## src/rtl/arith_sched.sv

```systemverilog
// arith_sched: round-robin two-port sequencer for the 16-bit arithmetic unit.
// Wide ADD/SUB run as two chained 16-bit passes; results return on one tagged channel.
package CPU_package;
    parameter int unsigned DATA_WIDTH = 16;

    typedef enum logic [3:0] {
        ALU_OP_ADD = 4'd0,
        ALU_OP_SUB = 4'd1,
        ALU_OP_INC = 4'd2,
        ALU_OP_DEC = 4'd3,
        ALU_OP_MUL = 4'd4,
        ALU_OP_DIV = 4'd5,
        ALU_OP_AND = 4'd6,
        ALU_OP_OR  = 4'd7,
        ALU_OP_XOR = 4'd8
    } enum_alu_opcode_t;
endpackage

module arith_sched #(
    parameter int unsigned DATA_WIDTH = CPU_package::DATA_WIDTH
) (
    input  logic                            clk,
    input  logic                            rst_n,
    input  logic                            req0_valid,
    output logic                            req0_ready,
    input  CPU_package::enum_alu_opcode_t   req0_op,
    input  logic [2*DATA_WIDTH-1:0]         req0_a,
    input  logic [2*DATA_WIDTH-1:0]         req0_b,
    input  logic                            req0_cin,
    input  logic                            req0_wide,
    input  logic                            req1_valid,
    output logic                            req1_ready,
    input  CPU_package::enum_alu_opcode_t   req1_op,
    input  logic [2*DATA_WIDTH-1:0]         req1_a,
    input  logic [2*DATA_WIDTH-1:0]         req1_b,
    input  logic                            req1_cin,
    input  logic                            req1_wide,
    output logic                            rsp_valid,
    input  logic                            rsp_ready,
    output logic                            rsp_id,
    output logic [2*DATA_WIDTH-1:0]         rsp_data,
    output logic                            rsp_carry,
    output logic                            rsp_err,
    output logic [DATA_WIDTH-1:0]           alu_a,
    output logic [DATA_WIDTH-1:0]           alu_b,
    output logic                            alu_cin,
    output CPU_package::enum_alu_opcode_t   alu_op,
    input  logic [DATA_WIDTH-1:0]           alu_res,
    input  logic [1:0]                      alu_flag
);
    localparam int unsigned W = DATA_WIDTH;

    localparam logic [1:0] S_IDLE = 2'd0;
    localparam logic [1:0] S_LO   = 2'd1;
    localparam logic [1:0] S_HI   = 2'd2;
    localparam logic [1:0] S_RESP = 2'd3;

    logic [1:0]     state_q, state_d;
    logic           last_q, last_d;
    logic           id_q, id_d;
    logic           wide_q, wide_d;
    logic [W-1:0]   a_hi_q, a_hi_d;
    logic [W-1:0]   b_hi_q, b_hi_d;
    logic           rsp_valid_q, rsp_valid_d;
    logic [2*W-1:0] rsp_data_q, rsp_data_d;
    logic           rsp_carry_q, rsp_carry_d;
    logic           rsp_err_q, rsp_err_d;
    logic [W-1:0]   alu_a_q, alu_a_d;
    logic [W-1:0]   alu_b_q, alu_b_d;
    logic           alu_cin_q, alu_cin_d;
    CPU_package::enum_alu_opcode_t alu_op_q, alu_op_d;

    logic                          grant_any, grant_id;
    CPU_package::enum_alu_opcode_t sel_op;
    logic [2*W-1:0]                sel_a, sel_b;
    logic                          sel_cin, sel_wide;
    logic                          op_addsub, div_zero;
    logic                          unused_flag;

    assign unused_flag = alu_flag[1];

    // On a tie the requester that did not win last time is granted.
    always_comb begin
        grant_any = 1'b0;
        grant_id  = 1'b0;
        if (req0_valid && req1_valid) begin
            grant_any = 1'b1;
            grant_id  = ~last_q;
        end else if (req0_valid) begin
            grant_any = 1'b1;
        end else if (req1_valid) begin
            grant_any = 1'b1;
            grant_id  = 1'b1;
        end
    end

    assign req0_ready = rst_n && (state_q == S_IDLE) && grant_any && !grant_id;
    assign req1_ready = rst_n && (state_q == S_IDLE) && grant_any &&  grant_id;

    always_comb begin
        sel_op   = grant_id ? req1_op   : req0_op;
        sel_a    = grant_id ? req1_a    : req0_a;
        sel_b    = grant_id ? req1_b    : req0_b;
        sel_cin  = grant_id ? req1_cin  : req0_cin;
        sel_wide = grant_id ? req1_wide : req0_wide;
    end

    // alu_op_q keeps the operation for both passes, alu_b_q the low divisor.
    assign op_addsub = (alu_op_q == CPU_package::ALU_OP_ADD) || (alu_op_q == CPU_package::ALU_OP_SUB);
    assign div_zero  = (alu_op_q == CPU_package::ALU_OP_DIV) && (alu_b_q == '0);

    always_comb begin
        state_d     = state_q;
        last_d      = last_q;
        id_d        = id_q;
        wide_d      = wide_q;
        a_hi_d      = a_hi_q;
        b_hi_d      = b_hi_q;
        rsp_valid_d = rsp_valid_q;
        rsp_data_d  = rsp_data_q;
        rsp_carry_d = rsp_carry_q;
        rsp_err_d   = rsp_err_q;
        alu_a_d     = alu_a_q;
        alu_b_d     = alu_b_q;
        alu_cin_d   = alu_cin_q;
        alu_op_d    = alu_op_q;
        case (state_q)
            S_IDLE: begin
                if (grant_any) begin
                    alu_a_d   = sel_a[W-1:0];
                    alu_b_d   = sel_b[W-1:0];
                    alu_cin_d = sel_cin;
                    alu_op_d  = sel_op;
                    a_hi_d    = sel_a[2*W-1:W];
                    b_hi_d    = sel_b[2*W-1:W];
                    wide_d    = sel_wide;
                    id_d      = grant_id;
                    last_d    = grant_id;
                    state_d   = S_LO;
                end
            end
            S_LO: begin
                if (div_zero) begin
                    rsp_data_d  = {{W{1'b0}}, {W{1'b1}}};
                    rsp_carry_d = 1'b0;
                    rsp_err_d   = 1'b1;
                    rsp_valid_d = 1'b1;
                    state_d     = S_RESP;
                end else begin
                    rsp_data_d  = {{W{1'b0}}, alu_res};
                    rsp_carry_d = alu_flag[0];
                    rsp_err_d   = wide_q && !op_addsub;
                    if (wide_q && op_addsub) begin
                        alu_a_d   = a_hi_q;
                        alu_b_d   = b_hi_q;
                        alu_cin_d = alu_flag[0];
                        state_d   = S_HI;
                    end else begin
                        rsp_valid_d = 1'b1;
                        state_d     = S_RESP;
                    end
                end
            end
            S_HI: begin
                rsp_data_d  = {alu_res, rsp_data_q[W-1:0]};
                rsp_carry_d = alu_flag[0];
                rsp_valid_d = 1'b1;
                state_d     = S_RESP;
            end
            default: begin
                if (rsp_ready) begin
                    rsp_valid_d = 1'b0;
                    state_d     = S_IDLE;
                end
            end
        endcase
    end

    always_ff @(posedge clk) begin
        if (!rst_n) begin
            state_q     <= S_IDLE;
            last_q      <= 1'b1;
            id_q        <= 1'b0;
            wide_q      <= 1'b0;
            a_hi_q      <= '0;
            b_hi_q      <= '0;
            rsp_valid_q <= 1'b0;
            rsp_data_q  <= '0;
            rsp_carry_q <= 1'b0;
            rsp_err_q   <= 1'b0;
            alu_a_q     <= '0;
            alu_b_q     <= '0;
            alu_cin_q   <= 1'b0;
            alu_op_q    <= CPU_package::ALU_OP_ADD;
        end else begin
            state_q     <= state_d;
            last_q      <= last_d;
            id_q        <= id_d;
            wide_q      <= wide_d;
            a_hi_q      <= a_hi_d;
            b_hi_q      <= b_hi_d;
            rsp_valid_q <= rsp_valid_d;
            rsp_data_q  <= rsp_data_d;
            rsp_carry_q <= rsp_carry_d;
            rsp_err_q   <= rsp_err_d;
            alu_a_q     <= alu_a_d;
            alu_b_q     <= alu_b_d;
            alu_cin_q   <= alu_cin_d;
            alu_op_q    <= alu_op_d;
        end
    end

    assign rsp_valid = rsp_valid_q;
    assign rsp_id    = id_q;
    assign rsp_data  = rsp_data_q;
    assign rsp_carry = rsp_carry_q;
    assign rsp_err   = rsp_err_q;
    assign alu_a     = alu_a_q;
    assign alu_b     = alu_b_q;
    assign alu_cin   = alu_cin_q;
    assign alu_op    = alu_op_q;

endmodule
```

## config.mk

```make
export PLATFORM = sky130hd
export DESIGN_NAME = arith_sched
export DESIGN_NICKNAME = d
export VERILOG_FILES = /design/src/rtl/arith_sched.sv
export SDC_FILE = /design/constraint.sdc
export NUM_CORES = 1
export LEC_CHECK = 0
export BUFFER_PORTS_ARGS = -buffer_cell sky130_fd_sc_hd__buf_2
export CAP_MARGIN = 20
export CORE_ASPECT_RATIO = 1.1
export CORE_MARGIN = 2
export CORE_UTILIZATION = 46
export DETAILED_ROUTE_END_ITERATION = 7
export HOLD_SLACK_MARGIN = 0.03
export PLACE_DENSITY = 0.8
export SETUP_SLACK_MARGIN = 0.05
export SYNTH_ARGS = -nofsm -noshare
export SYNTH_HDL_FRONTEND = slang
export SYNTH_SLANG_ARGS = --single-unit
```

## constraint.sdc

```tcl
create_clock -name clk -period 2.4 [get_ports clk]
set_input_delay 0.6 -clock clk [delete_from_list [all_inputs] [get_ports clk]]
set_output_delay 0.6 -clock clk [all_outputs]
set_load 0.05 [all_outputs]
```

==> summary.md <==
| Metric | Value |
|---|---|
| Detailed Route WL | around 14,000 um |
| Vias in the first global route | about 4,500 |
| Minimum clock period | 2180 ps |
| Worst EP arrival | 1580 ps |
| # DRC | 0 |
| Synth Register Bits | approximately 110 |
| Post-route cell area | 6460 um^2 |
| Sequential area share after synthesis | approximately 44% |
| Vias per inst | between 5 and 6 |
| DPL Wire Length | 10,400 um |
| Nets | 897 |
| Top-Level Pins | between 200 and 250 |
| Number of diodes | 0 |
| Tightest Hold Check Type | flop to flop |
| Gpl congestion | 0.791 |
| Setup repair bufs after CTS | 0 |
| Main synth FF type | dfxtp_1 |
| First-pass GRT wire length | 21,600 um |
| Fin crit share | between 90% and 100% |
| Status | complete, no violations |
| Die area | 11,500 um^2 |
| CP Class | flop to output pin |
| Clk_skew | 3.89 ps |
| Compound-Gate Fraction of Synth Area | between 20% and 30% |
| H-tree lvl count | 3 |
| Final setup violation count | 0 |
| Routed Antenna Nets | 0 |
| Synth warn | 0 |
| IO buf count | 236 |
| Cell area after placement | 6190 um^2 |
| Largest net degree at the start of global routing | 76 |
| CP Max Fanout | 10 |
| Worst slew pin tran | around 1000 ps |
| Syn Nets | 684 |
| Flop-to-flop setup slack | between 400 and 500 ps |
| All-layer global routing usage | 23.8% |
| 1st-pass router iterations | 4 |
| Max-cap violation count | 0 |
| Synth top area cells | dfxtp_1, mux2i_1, a22o_1, a211oi_1, nor2_1 |
| Power per cell area | 1310 nW/um^2 |
| CTS Buf Count | 9 |
| Grt total ovfl | 0 |
| Asr flop ratio synth | 0% |
| Post-synth EDFFs | 0 |
| Vias | 4,635 |
| Req. time, crit path | 1800 ps |
| Crit-path slowest cell | dfxtp_1 |
| Slew Limit Fails | 0 |
| Synth Area in Simple Gates | 12.3% |
| Antenna violations before repair | 0 |
| Util after Layout | 62.2% |
| Synth top area share | between 40 and 50% |
| Core ar. | 10,400 um^2 |
| Synth Area in Adders | under 10% |
| Cell accounting for the most synthesized area | dfxtp_1 |
| Skew-Pair Late Insertion Delay | 340 ps |
| Width of the die | 103 um |
| Max clock buf depth | 2 |
| Share of layout cells above drive strength 1 | 37.3% |
| Reg clk slew, reported paths | 70 ps |
| Die Height | 112 um |
| Endpoints failing hold | 0 |
| WL per Instance | 15.4 um |
| Syn_area_per_cell | 9.50 um^2 |
| Largest family of logic cells by synthesized area | compound AO/OA/AOI/OAI gates |
| RSZ-0062 raised after global routing | false |
| Clk sinks | 109 |
| Post-synthesis mux area share | roughly 14% |
| DR iter-0 viols | 166 |
| Setup tns final | 0 ps |
| CTS tree | built |
| Worst path max stage delay | approximately 350 ps |
| Worst vdd ir | 0.000678 V |
| Rows | 39 |
| Synth Area in XOR/XNOR | 0% |
| Layout area overhead | 31.5% |
| Static Leak | 3.02 nW |
| Fmax | ~460 MHz |
| CP startpoint kind | flop |
| CP cell instances | inv_1 -> ha_2 -> o21a_2 -> nand2_1 -> nor2_4 -> buf_12 |
| Slew HR | 31.1% |
| Cells after Synth | 517 |
| Setup crit end kind | output pin |
| Fillers | between 900 and 1,000 |
| Synth cell types | 40 |
| Clk root buf | clkbuf_16 |
| Starting Density | roughly 47% |
| Syn Std Cell Area | around 5000 um^2 |
==> state kept, by name, summed over array words and instances (netlist names) <==
signal     cells
a_hi_q        16
alu_a         16
alu_b         16
alu_cin        1
alu_op         4
b_hi_q        16
last_q         1
rsp_carry      1
rsp_data      32
rsp_err        1
rsp_id         1
rsp_valid      1
state_q        2
wide_q         1
==> metrics by stage <==
step                      instances  power [mW]  setup WS (ps)  hold WS (ps)
after floorplan                 517        6.12            122           478
after global placement          862        7.06            283           451
after detailed placement        862        7.16            222           462
after CTS                       878        8.53            115           475
after global routing            878        9.01            121           489
final                           878        8.48            220           473
==> where the power goes <==
part	internal [mW]	switching (mW)	total (mW)
sequential	2.44	0.395	2.84
clock	0.762	0.615	1.38
combinational	1.29	2.97	4.26
==> layer usage <==
metal	GRT usage [%]	wire, um	vias up
li1	-	-	2307
met1	27.6	5350	2118
met2	42.4	6890	191
met3	4.86	977	19
met5	0	0	-
met4	8.89	303	0
==> cells in the mapped netlist (all sizes together) (4+ instances only) <==
library cell and number:
dfxtp 109, mux2i 70, nor2 55, a211oi 38, nand2 37, o21ai 37
a22o 33, buf 25, clkbuf 22, a21oi 20, a221o 16, nor2b 16
ha 4, inv 4, nand3 4
==> layout by cell type, fill, tap and decap left out, types with 2 or more instances in the layout <==
| cell | Yosys | final |
|---|---|---|
| and3_1 | 2 | 2 |
| o21ai_0 | 36 | 36 |
| inv_2 | 1 | 2 |
| o31ai_1 | 2 | 2 |
| a21oi_1 | 19 | 19 |
| nor2_1 | 55 | 54 |
| clkbuf_8 | 0 | 2 |
| ha_1 | 4 | 2 |
| buf_12 | 0 | 3 |
| buf_4 | 11 | 11 |
| clkbuf_16 | 0 | 9 |
| nand2b_1 | 2 | 2 |
| a22o_1 | 33 | 33 |
| nor2b_1 | 16 | 16 |
| a221o_1 | 16 | 16 |
| inv_1 | 3 | 2 |
| buf_2 | 6 | 235 |
| dfxtp_1 | 109 | 109 |
| ha_2 | 0 | 2 |
| nor4b_1 | 2 | 2 |
| nor4_1 | 3 | 3 |
| nand3_1 | 4 | 4 |
| mux2i_1 | 70 | 70 |
| clkbuf_1 | 22 | 4 |
| a211oi_1 | 38 | 38 |
| nand2_1 | 37 | 37 |
| nor3_1 | 2 | 2 |
==> worst max-delay path, delay by kind of cell, from the launching register on <==
kind                       cells  cell delay, ps
and+or+nand+nor                2             220
DFF                            1             350
adders and majority gates      1             270
AOI/OAI and AO/OA              1             170
buffers and inverters          2             240
==> layout make-up <==
cell class / instances / area (um^2) / area share (%)
sequential: 109 / 2180 / 33.8
tap: 143 / 179 / 2.77
multi-input combinational: 357 / 2490 / 38.6
clock inverter: 1 / 5.00 / 0.0775
inverter: 4 / 15.0 / 0.232
timing repair buffer: 249 / 1320 / 20.4
clock buffer: 15 / 268 / 4.14
==> cell families (layout without fill, tap and decap cells) <==
logic type / after synthesis / count (layout)
fa+ha+maj: 4 / 4
buf+inv: 51 / 269
mux: 71 / 71
flops: 109 / 109
compound gates: 153 / 153
simple gates: 129 / 129
==> path summary, 6_finish.rpt <==
check / start / to / cells after the start
worst max-delay path: state_q[1] / req0_ready / 6
worst min-delay path: rsp_valid / rsp_valid / 2
worst max register to register: state_q[1] / a_hi_q[6] / 6
worst min register to register: rsp_valid / rsp_valid / 2
==> timing repair <==
item / in CTS / in global routing
gates resized for setup: 0 / 1
hold buffers: 0 / 0
endpoints found under the setup margin: 0 / 1
No activity file was read; power rests on OpenSTA's default activity.
